[config.mk]
export PLATFORM = sky130hd
export DESIGN_NAME = signal_conditioner
export DESIGN_NICKNAME = d
export VERILOG_FILES = /design/src/rtl/signal_conditioner.sv
export SDC_FILE = /design/constraint.sdc
export NUM_CORES = 1
export LEC_CHECK = 0
export ABC_AREA = 1
export CAP_MARGIN = 10
export CORE_MARGIN = 1.5
export CORE_UTILIZATION = 55
export DETAILED_ROUTE_END_ITERATION = 10
export DONT_BUFFER_PORTS = 1
export PLACE_DENSITY = 0.7
export SETUP_SLACK_MARGIN = 0.15
export SLEW_MARGIN = 20
export SYNTH_ARGS = -nofsm -noshare
export SYNTH_HDL_FRONTEND = slang
export SYNTH_SLANG_ARGS = --single-unit
export TNS_END_PERCENT = 20
[constraint.sdc]
create_clock -name clk_i -period 2.77 [get_ports clk_i]
set_input_delay 0.4155 -clock clk_i [delete_from_list [all_inputs] [get_ports clk_i]]
set_output_delay 0.4155 -clock clk_i [all_outputs]
set_load 0.02 [all_outputs]
[src/rtl/signal_conditioner.sv]
// signal_conditioner: front end for frequency_counter. Synchronises a raw
// asynchronous input, optionally de-glitches it, qualifies edges by polarity,
// prescales them and produces a strobe, a divided square wave and an activity flag.
// Latency: raw change to edge_pulse_o (N=1) is SYNC_STAGES+FILTER_LEN+1 cycles with
// the glitch filter, SYNC_STAGES+1 without. No backpressure: outputs are free-running.
//
// Optional feature macro: SIGCOND_GLITCH_FILTER_EN (defined = glitch filter present).
//
// Ports:
//   clk_i            system clock, rising edge
//   rst_i            asynchronous active-high reset
//   signal_raw_i     raw asynchronous input
//   enable_i         1 = conditioning active
//   edge_sel_i       00 rising, 01 falling, 10 both, 11 none
//   prescale_i       divide ratio N (0 and 1 mean divide-by-1)
//   edge_pulse_o     one-cycle strobe on every Nth qualified edge
//   signal_out_o     toggles with each edge_pulse_o
//   signal_present_o qualified edge seen within the last TIMEOUT_CYCLES
//   filt_level_o     synchronised/filtered level (debug)

module signal_conditioner #(
  parameter int SYNC_STAGES    = 2,
  parameter int FILTER_LEN     = 3,
  parameter int TIMEOUT_CYCLES = 1024,
  parameter int PRESCALE_W     = 8
) (
  input  logic                  clk_i,
  input  logic                  rst_i,
  input  logic                  signal_raw_i,
  input  logic                  enable_i,
  input  logic [1:0]            edge_sel_i,
  input  logic [PRESCALE_W-1:0] prescale_i,
  output logic                  edge_pulse_o,
  output logic                  signal_out_o,
  output logic                  signal_present_o,
  output logic                  filt_level_o
);

  localparam int TW = $clog2(TIMEOUT_CYCLES + 1);
  localparam logic [TW-1:0] TMAX = TW'(TIMEOUT_CYCLES);

  // Elaboration-time guard on the legal parameter ranges.
  if (SYNC_STAGES < 2 || SYNC_STAGES > 4 || FILTER_LEN < 1 || FILTER_LEN > 15) begin : g_bad_param
    $error("signal_conditioner: SYNC_STAGES or FILTER_LEN out of range");
  end

  // ---------------------------------------------------------------------------
  // Synchroniser (runs regardless of enable_i)
  // ---------------------------------------------------------------------------
  logic [SYNC_STAGES-1:0] sync_q;
  logic                   sync_out;

  always_ff @(posedge clk_i or posedge rst_i) begin
    if (rst_i) begin
      sync_q <= '0;
    end else begin
      sync_q <= {sync_q[SYNC_STAGES-2:0], signal_raw_i};
    end
  end

  assign sync_out = sync_q[SYNC_STAGES-1];

  // ---------------------------------------------------------------------------
  // Glitch filter: level follows the synchronised value only after it has
  // disagreed for FILTER_LEN consecutive samples. Kept running while disabled
  // so that re-enabling never sees a stale level step.
  // ---------------------------------------------------------------------------
  logic filt_level;

`ifdef SIGCOND_GLITCH_FILTER_EN
  localparam int FW = $clog2(FILTER_LEN + 1);
  logic [FW-1:0] stab_cnt;
  logic          filt_q;

  always_ff @(posedge clk_i or posedge rst_i) begin
    if (rst_i) begin
      stab_cnt <= '0;
      filt_q   <= 1'b0;
    end else if (sync_out != filt_q) begin
      if (stab_cnt == FW'(FILTER_LEN - 1)) begin
        filt_q   <= sync_out;
        stab_cnt <= '0;
      end else begin
        stab_cnt <= stab_cnt + FW'(1);
      end
    end else begin
      stab_cnt <= '0;
    end
  end

  assign filt_level = filt_q;
`else
  assign filt_level = sync_out;
`endif

  assign filt_level_o = filt_level;

  // ---------------------------------------------------------------------------
  // Edge qualification (combinational on the current edge_sel_i)
  // ---------------------------------------------------------------------------
  logic filt_prev;
  logic rise;
  logic fall;
  logic qual;

  assign rise = filt_level & ~filt_prev;
  assign fall = ~filt_level & filt_prev;

  always_comb begin
    qual = 1'b0;
    case (edge_sel_i)
      2'b00:   qual = rise;
      2'b01:   qual = fall;
      2'b10:   qual = rise | fall;
      default: qual = 1'b0;
    endcase
  end

  // ---------------------------------------------------------------------------
  // Prescaler, square-wave output and activity timeout
  // ---------------------------------------------------------------------------
  logic [PRESCALE_W-1:0] n_q;
  logic [PRESCALE_W-1:0] pre_cnt;
  logic [TW-1:0]         tcnt;
  logic                  term;

  // N of 0 or 1 both divide by one, so every qualified edge is terminal.
  assign term = (n_q <= PRESCALE_W'(1)) ? (pre_cnt == '0)
                                        : (pre_cnt == n_q - PRESCALE_W'(1));

  always_ff @(posedge clk_i or posedge rst_i) begin
    if (rst_i) begin
      filt_prev        <= 1'b0;
      n_q              <= '0;
      pre_cnt          <= '0;
      tcnt             <= '0;
      edge_pulse_o     <= 1'b0;
      signal_out_o     <= 1'b0;
      signal_present_o <= 1'b0;
    end else begin
      filt_prev <= filt_level;
      if (!enable_i) begin
        // Disable dominates any edge arriving in the same cycle.
        n_q              <= prescale_i;
        pre_cnt          <= '0;
        tcnt             <= '0;
        edge_pulse_o     <= 1'b0;
        signal_out_o     <= 1'b0;
        signal_present_o <= 1'b0;
      end else begin
        edge_pulse_o <= 1'b0;
        if (qual) begin
          if (term) begin
            // Ratio is re-latched only here, so a mid-period prescale_i change
            // waits for the current period to finish.
            pre_cnt      <= '0;
            n_q          <= prescale_i;
            edge_pulse_o <= 1'b1;
            signal_out_o <= ~signal_out_o;
          end else begin
            pre_cnt <= pre_cnt + PRESCALE_W'(1);
          end
          // An edge on the saturation cycle still wins.
          tcnt             <= '0;
          signal_present_o <= 1'b1;
        end else if (tcnt != TMAX) begin
          tcnt <= tcnt + TW'(1);
          if (tcnt == TMAX - TW'(1)) begin
            signal_present_o <= 1'b0;
          end
        end
      end
    end
  end

endmodule

# After elaboration in Yosys (flattened, before gate mapping)
# Index checks and enable logic that the tools add are counted.
[op_classes] eq_ne=9 order_cmp=1 n_mux=21 bitwise=6 reduce_logical=4 add_sub_neg=3
[op_table] op="$mux W8" count=6
[op_table] op="$mux W11" count=3
[op_table] op="$add A11 B1 Y11 const B" count=1
[op_table] op="$eq A11 B10 Y1 const B" count=1
[op_table] op="$mux W1" count=11
[op_table] op="$ne A11 B11 Y1 const B" count=1
[op_table] op="$add A8 B1 Y8 const B" count=1
[op_table] op="$eq A8 B8 Y1" count=1
[op_table] op="$le A8 B1 Y1 const B" count=1
[op_table] op="$logic_not A8 Y1" count=1
[op_table] op="$sub A8 B1 Y8 const B" count=1
[op_table] op="$ne A3 B1 Y1 const B" count=2
[op_table] op="$ne A2 B1 Y1 const B" count=2
[op_table] op="$reduce_and A2 Y1" count=2
[op_table] op="$not A1 Y1" count=3
[op_table] op="$pmux W1 S3" count=1
[op_table] op="$and A1 B1 Y1" count=2
[op_table] op="$eq A2 B1 Y1 const B" count=1
[op_table] op="$eq A2 B2 Y1 const B" count=1
[op_table] op="$logic_not A2 Y1" count=1
[op_table] op="$or A1 B1 Y1" count=1
[totals] wordCells=52 ff_bits=33

# Logic depth before layout (Yosys ltp)
[depth] ltp_word=6 depth_mapped=14

# Least setup slack after synthesis
# OpenSTA, ideal clock, no wires.
[synth_timing] path_type="flip-flop to flip-flop" startpoint="reg sync_q[1]" endpoint="reg tcnt[0]" synth_period_minus_slack_ps=1821 path_slack_ps=949 setup_time_ps=119 stages_incl_launch_ff=9 t_required_ps=2651 arrival_time_ps=1703 path_cell_list="dfrtp_1 > inv_1 > ha_1 > a221oi_4 > nor2_4 > inv_2 > buf_6 > a21oi_1 > o21a_1"
[synth_between] elab_chain_len=6
[synth_lines] element="from (decl)" line_no="50" source="logic [SYNC_STAGES-1:0] sync_q;"
[synth_lines] element="from (signal assigned)" line_no="57" source="sync_q <= {sync_q[SYNC_STAGES-2:0], signal_raw_i};"
[synth_lines] element="$not A1 Y1" line_no="107" source="assign fall = ~filt_level & filt_prev;"
[synth_lines] element="$and A1 B1 Y1" line_no="107"
[synth_lines] element="$or A1 B1 Y1" line_no="114" source="2'b10: qual = rise | fall;"
[synth_lines] element="$pmux W1 S3 (*)" line_no="111" source="case (edge_sel_i)"
[synth_lines] element="$mux W11" line_no="152" source="if (qual) begin"
[synth_lines] element="$mux W11" line_no="142" source="if (!enable_i) begin"
[synth_lines] element="to (signal assigned)" line_no="167" source="tcnt <= tcnt + TW'(1);"
[synth_lines] element="to (decl)" line_no="124" source="logic [TW-1:0] tcnt;"
# Every way passes the cells marked *; elsewhere a longest branch is shown, timed or not.
# A chain may end at the register's enable or synchronous reset.

# Final worst setup path
# Ends and elaborated chain as after synthesis.

==> summary.md <==
| Metric | Value |
|---|---|
| R2r worst-path depth | `7` |
| PwrDens | `559 nW/µm²` |
| LEAKAGE | `1.13 nW` |
| Max Transition Viols Final | `0` |
| Maximum vdd drop | `0.579 mV` |
| Most used DFF post-synth | `dfrtp_1` |
| Number of antenna violations at the first check in global routing | `0` |
| Initial Utilization | `57.4%` |
| Via count of the first global-routing pass | `1549` |
| Setup violations, final | `0` |
| Placeable core region | `3660 µm²` |
| Detailed placement HPWL | `3.05 mm` |
| DRT iter0 DRCs | `92` |
| Critical path start-end classification | `flop to flop` |
| Sequential share of the synthesized area | `39.3%` |
| Sinks on the clock net | `33` |
| Drt total wl | `4.03 mm` |
| Nets in the synthesized netlist | `293` |
| Clock latency at the later pin of the worst-skew pair | `280 ps` |
| Kind of end point of the critical path | `flop` |
| Crit share post-route | `75.7%` |
| Slew headroom | `71.9%` |
| Minimum clock period | `2100 ps` |
| Number of ports placed on the die boundary | `18` |
| Layout area overhead | `6.43%` |
| Final hold violations | `0` |
| Die height | `64.8 µm` |
| Arrival time of data at the critical path endpoint | `2270 ps` |
| Yosys warnings | `0` |
| Part of the power in the clock network | `36.8%` |
| Metal1 wirelength | `1.79 mm` |
| Row cnt | `22` |
| Combined area of all synthesized cells | `2100 µm²` |
| Critical register-to-register path endpoint | `tcnt[0]` |
| Clock root cell | `clkbuf_8` |
| Port buffer count | `0` |
| Switching power summed over all nets | `361 µW` |
| Clk pin slew, worst setup/hold paths | `60 ps` |
| Setup Buffers After CTS | `0` |
| Sequential power share | `44.0%` |
| Outcome | `completed` |
| Count of cell types in the netlist | `31` |
| Final nets | `294` |
| Inserted Clock Buffers | `5` |
| Count of flip-flops with a built-in enable after synthesis | `0` |
| Max-cap violations | `0` |
| Type of origin of the critical path | `flop` |
| Maximum number of pins on one net before global-route repair | `34` |
| Count of filler cells inserted in the layout | `328` |
| Number of instances in the synthesized netlist | `271` |
| Proportion of layout cells with a drive suffix above 1 | `13.6%` |
| Maximum root-to-sink buffer count | `2` |
| Post-synthesis cell type with the largest combined area | `dfrtp_1` |
| CTS HTree Levels | `2` |
| DR DRC count | `0` |
| Unrepaired setup endpoints after global routing | `false` |
| Via-to-Cell Ratio | `5.07` |
| RR Startpoint | `sync_q[1]` |
| Worst EP required | `2940 ps` |
| Non-filler cells in the finished layout | `321` |
| Tot GR Track Use | `21.8%` |
| Register-to-Register Setup Slack | `670 ps` |
| Ranking of synthesized cells by area | `dfrtp_1 (39%), nand2_1 (11%), nand3_1 (7.6%), inv_1 (6.1%), nor2_1 (4.8%)` |
| Routability Congestion | `0.783` |
| Timing-limited maximum frequency | `0.477 GHz` |
| Minimum hold slack | `108 ps` |
| Yosys reg bits | `33` |
| Area share of the largest cell type after synthesis | `39.3%` |
| Number of gates resized after cts | `0` |
| Total via count in the routed design | `1628` |
| Highest metal layer with signal wires | `met4` |
| Share of flip-flops with an asynchronous set or reset after synthesis | `100%` |
| Average footprint of a synthesized cell | `7.75 µm²` |
| Overall power consumption | `1.25 mW` |
| Min setup slack post-route | `673 ps` |
| Number of detailed-route iterations in the first pass | `4` |
| DP Cell Count | `313` |
| Die area | `4200 µm²` |
| Post-Place Setup Slack | `671 ps` |
| Internal power consumption | `888 µW` |
| Global-route wire length before repair | `6.83 mm` |
| Diode count | `0` |
| Final clock skew | `4.99 ps` |
| Largest driver fanout on the critical path | `20` |
| Drt wl/cell | `12.6 µm` |
| Die extent in x | `64.8 µm` |
| Setup TNS | `0 ps` |
| CTS tree | `done` |
| Gate power share | `19.2%` |
| Total met3 wirelength after detailed routing | `147 µm` |
| Classification of the worst-slack hold path | `input pin to async pin` |
| Total grt overflow | `0` |
| Routed length on met2 | `2.05 mm` |
| Hold Buf Count CTS | `0` |
| Antenna viol nets, final | `0` |
| Fraction of power spent switching nets | `28.9%` |
| Worst-Margin Slew | `422 ps` |
[worst max-delay path by stage]
stage / end / cells past startpoint / start / slack (ps)
after floorplan: tcnt[0] / 8 / sync_q[1] / 950
after global placement: tcnt[0] / 7 / sync_q[1] / 700
after detailed placement: tcnt[0] / 7 / sync_q[1] / 670
after CTS: tcnt[0] / 7 / sync_q[1] / 660
after global routing: tcnt[0] / 7 / sync_q[1] / 470
final: tcnt[0] / 7 / sync_q[1] / 670
[through the flow]
step / instance area (µm²) / utilization (%)
2_1_floorplan: 2100 / -
3_3_place_gp: 2120 / 57.9
3_5_place_dp: 2120 / 57.9
4_1_cts: 2240 / 61.1
5_1_grt: 2240 / 61.1
6_report: 2240 / 61.1
[sequential cells by signal, summed over array words and instances (netlist names)]
register          cells
signal_present_o      1
n_q                   8
filt_prev             1
tcnt                 11
sync_q                2
signal_out_o          1
pre_cnt               8
edge_pulse_o          1
[power groups by stage]
stage          logic (mW)  clock network (mW)  registers (mW)
5_1_grt             0.276               0.490           0.554
6_report            0.239               0.460           0.550
4_1_cts             0.242               0.476           0.549
3_3_place_gp        0.237                   0           0.557
2_1_floorplan       0.214                   0           0.546
3_5_place_dp        0.242                   0           0.558
[placed cells by master, fill, tap and decap left out, types with 2 or more instances in the layout]
cell and n:
nor2_2 5, nand2_2 4, nor2_1 27, nor4_1 2, xnor2_1 4, inv_2 3
o21ai_1 2, o21ai_0 5, inv_1 34, nand3_2 3, clkbuf_8 6, nor3_1 5
nand3_1 32, o21ai_2 7, nand2_4 2, nand2_1 63, nor2_4 2, a21oi_1 8
xor2_1 9, ha_1 8, dfrtp_1 33
[Yosys cell counts, drive strengths merged, types with 2 or more instances]
| cell | n |
|---|---|
| ha | 8 |
| dfrtp | 33 |
| xnor2 | 4 |
| clkbuf | 2 |
| xor2 | 9 |
| buf | 5 |
| nand3 | 35 |
| nor3 | 6 |
| o21ai | 14 |
| a21oi | 8 |
| nor2 | 34 |
| nand2 | 69 |
| nand4 | 2 |
| inv | 37 |
| nor4 | 2 |
[layout make-up]
class | count | area [µm²] | area share (%)
inverter | 37 | 139 | 6.21
clock inverter | 1 | 30.0 | 1.34
sequential | 33 | 826 | 36.9
clock buffer | 7 | 86.3 | 3.86
timing repair buffer | 1 | 7.51 | 0.336
tap | 48 | 60.1 | 2.69
multi-input combinational | 194 | 1090 | 48.6
[cells by family (layout without fill, tap and decap cells)]
group,after synthesis,in the layout,share of synthesized area (%)
buffers and inverters,44,46,8.93
xor gates and xnor gates,13,13,5.42
and+or+nand+nor,149,149,33.5
AOI/OAI and AO/OA,24,24,8.10
adders and majority gates,8,8,4.76
DFF,33,33,39.3
[worst max-delay path, cell delays in order, from the launching register on]
cell and delay, ps:
dfrtp_1 490, inv_1 80, ha_1 330, a221oi_4 440, nor2_4 110, inv_2 350
a21oi_1 70, o21a_1 120
[routing by layer]
layer,global-route usage (%),up-vias
li1,-,857
met1,27.0,742
met2,36.7,23
met3,6.25,6
met4,7.18,0
met5,0,-
Power figures use the tool's default switching activity.
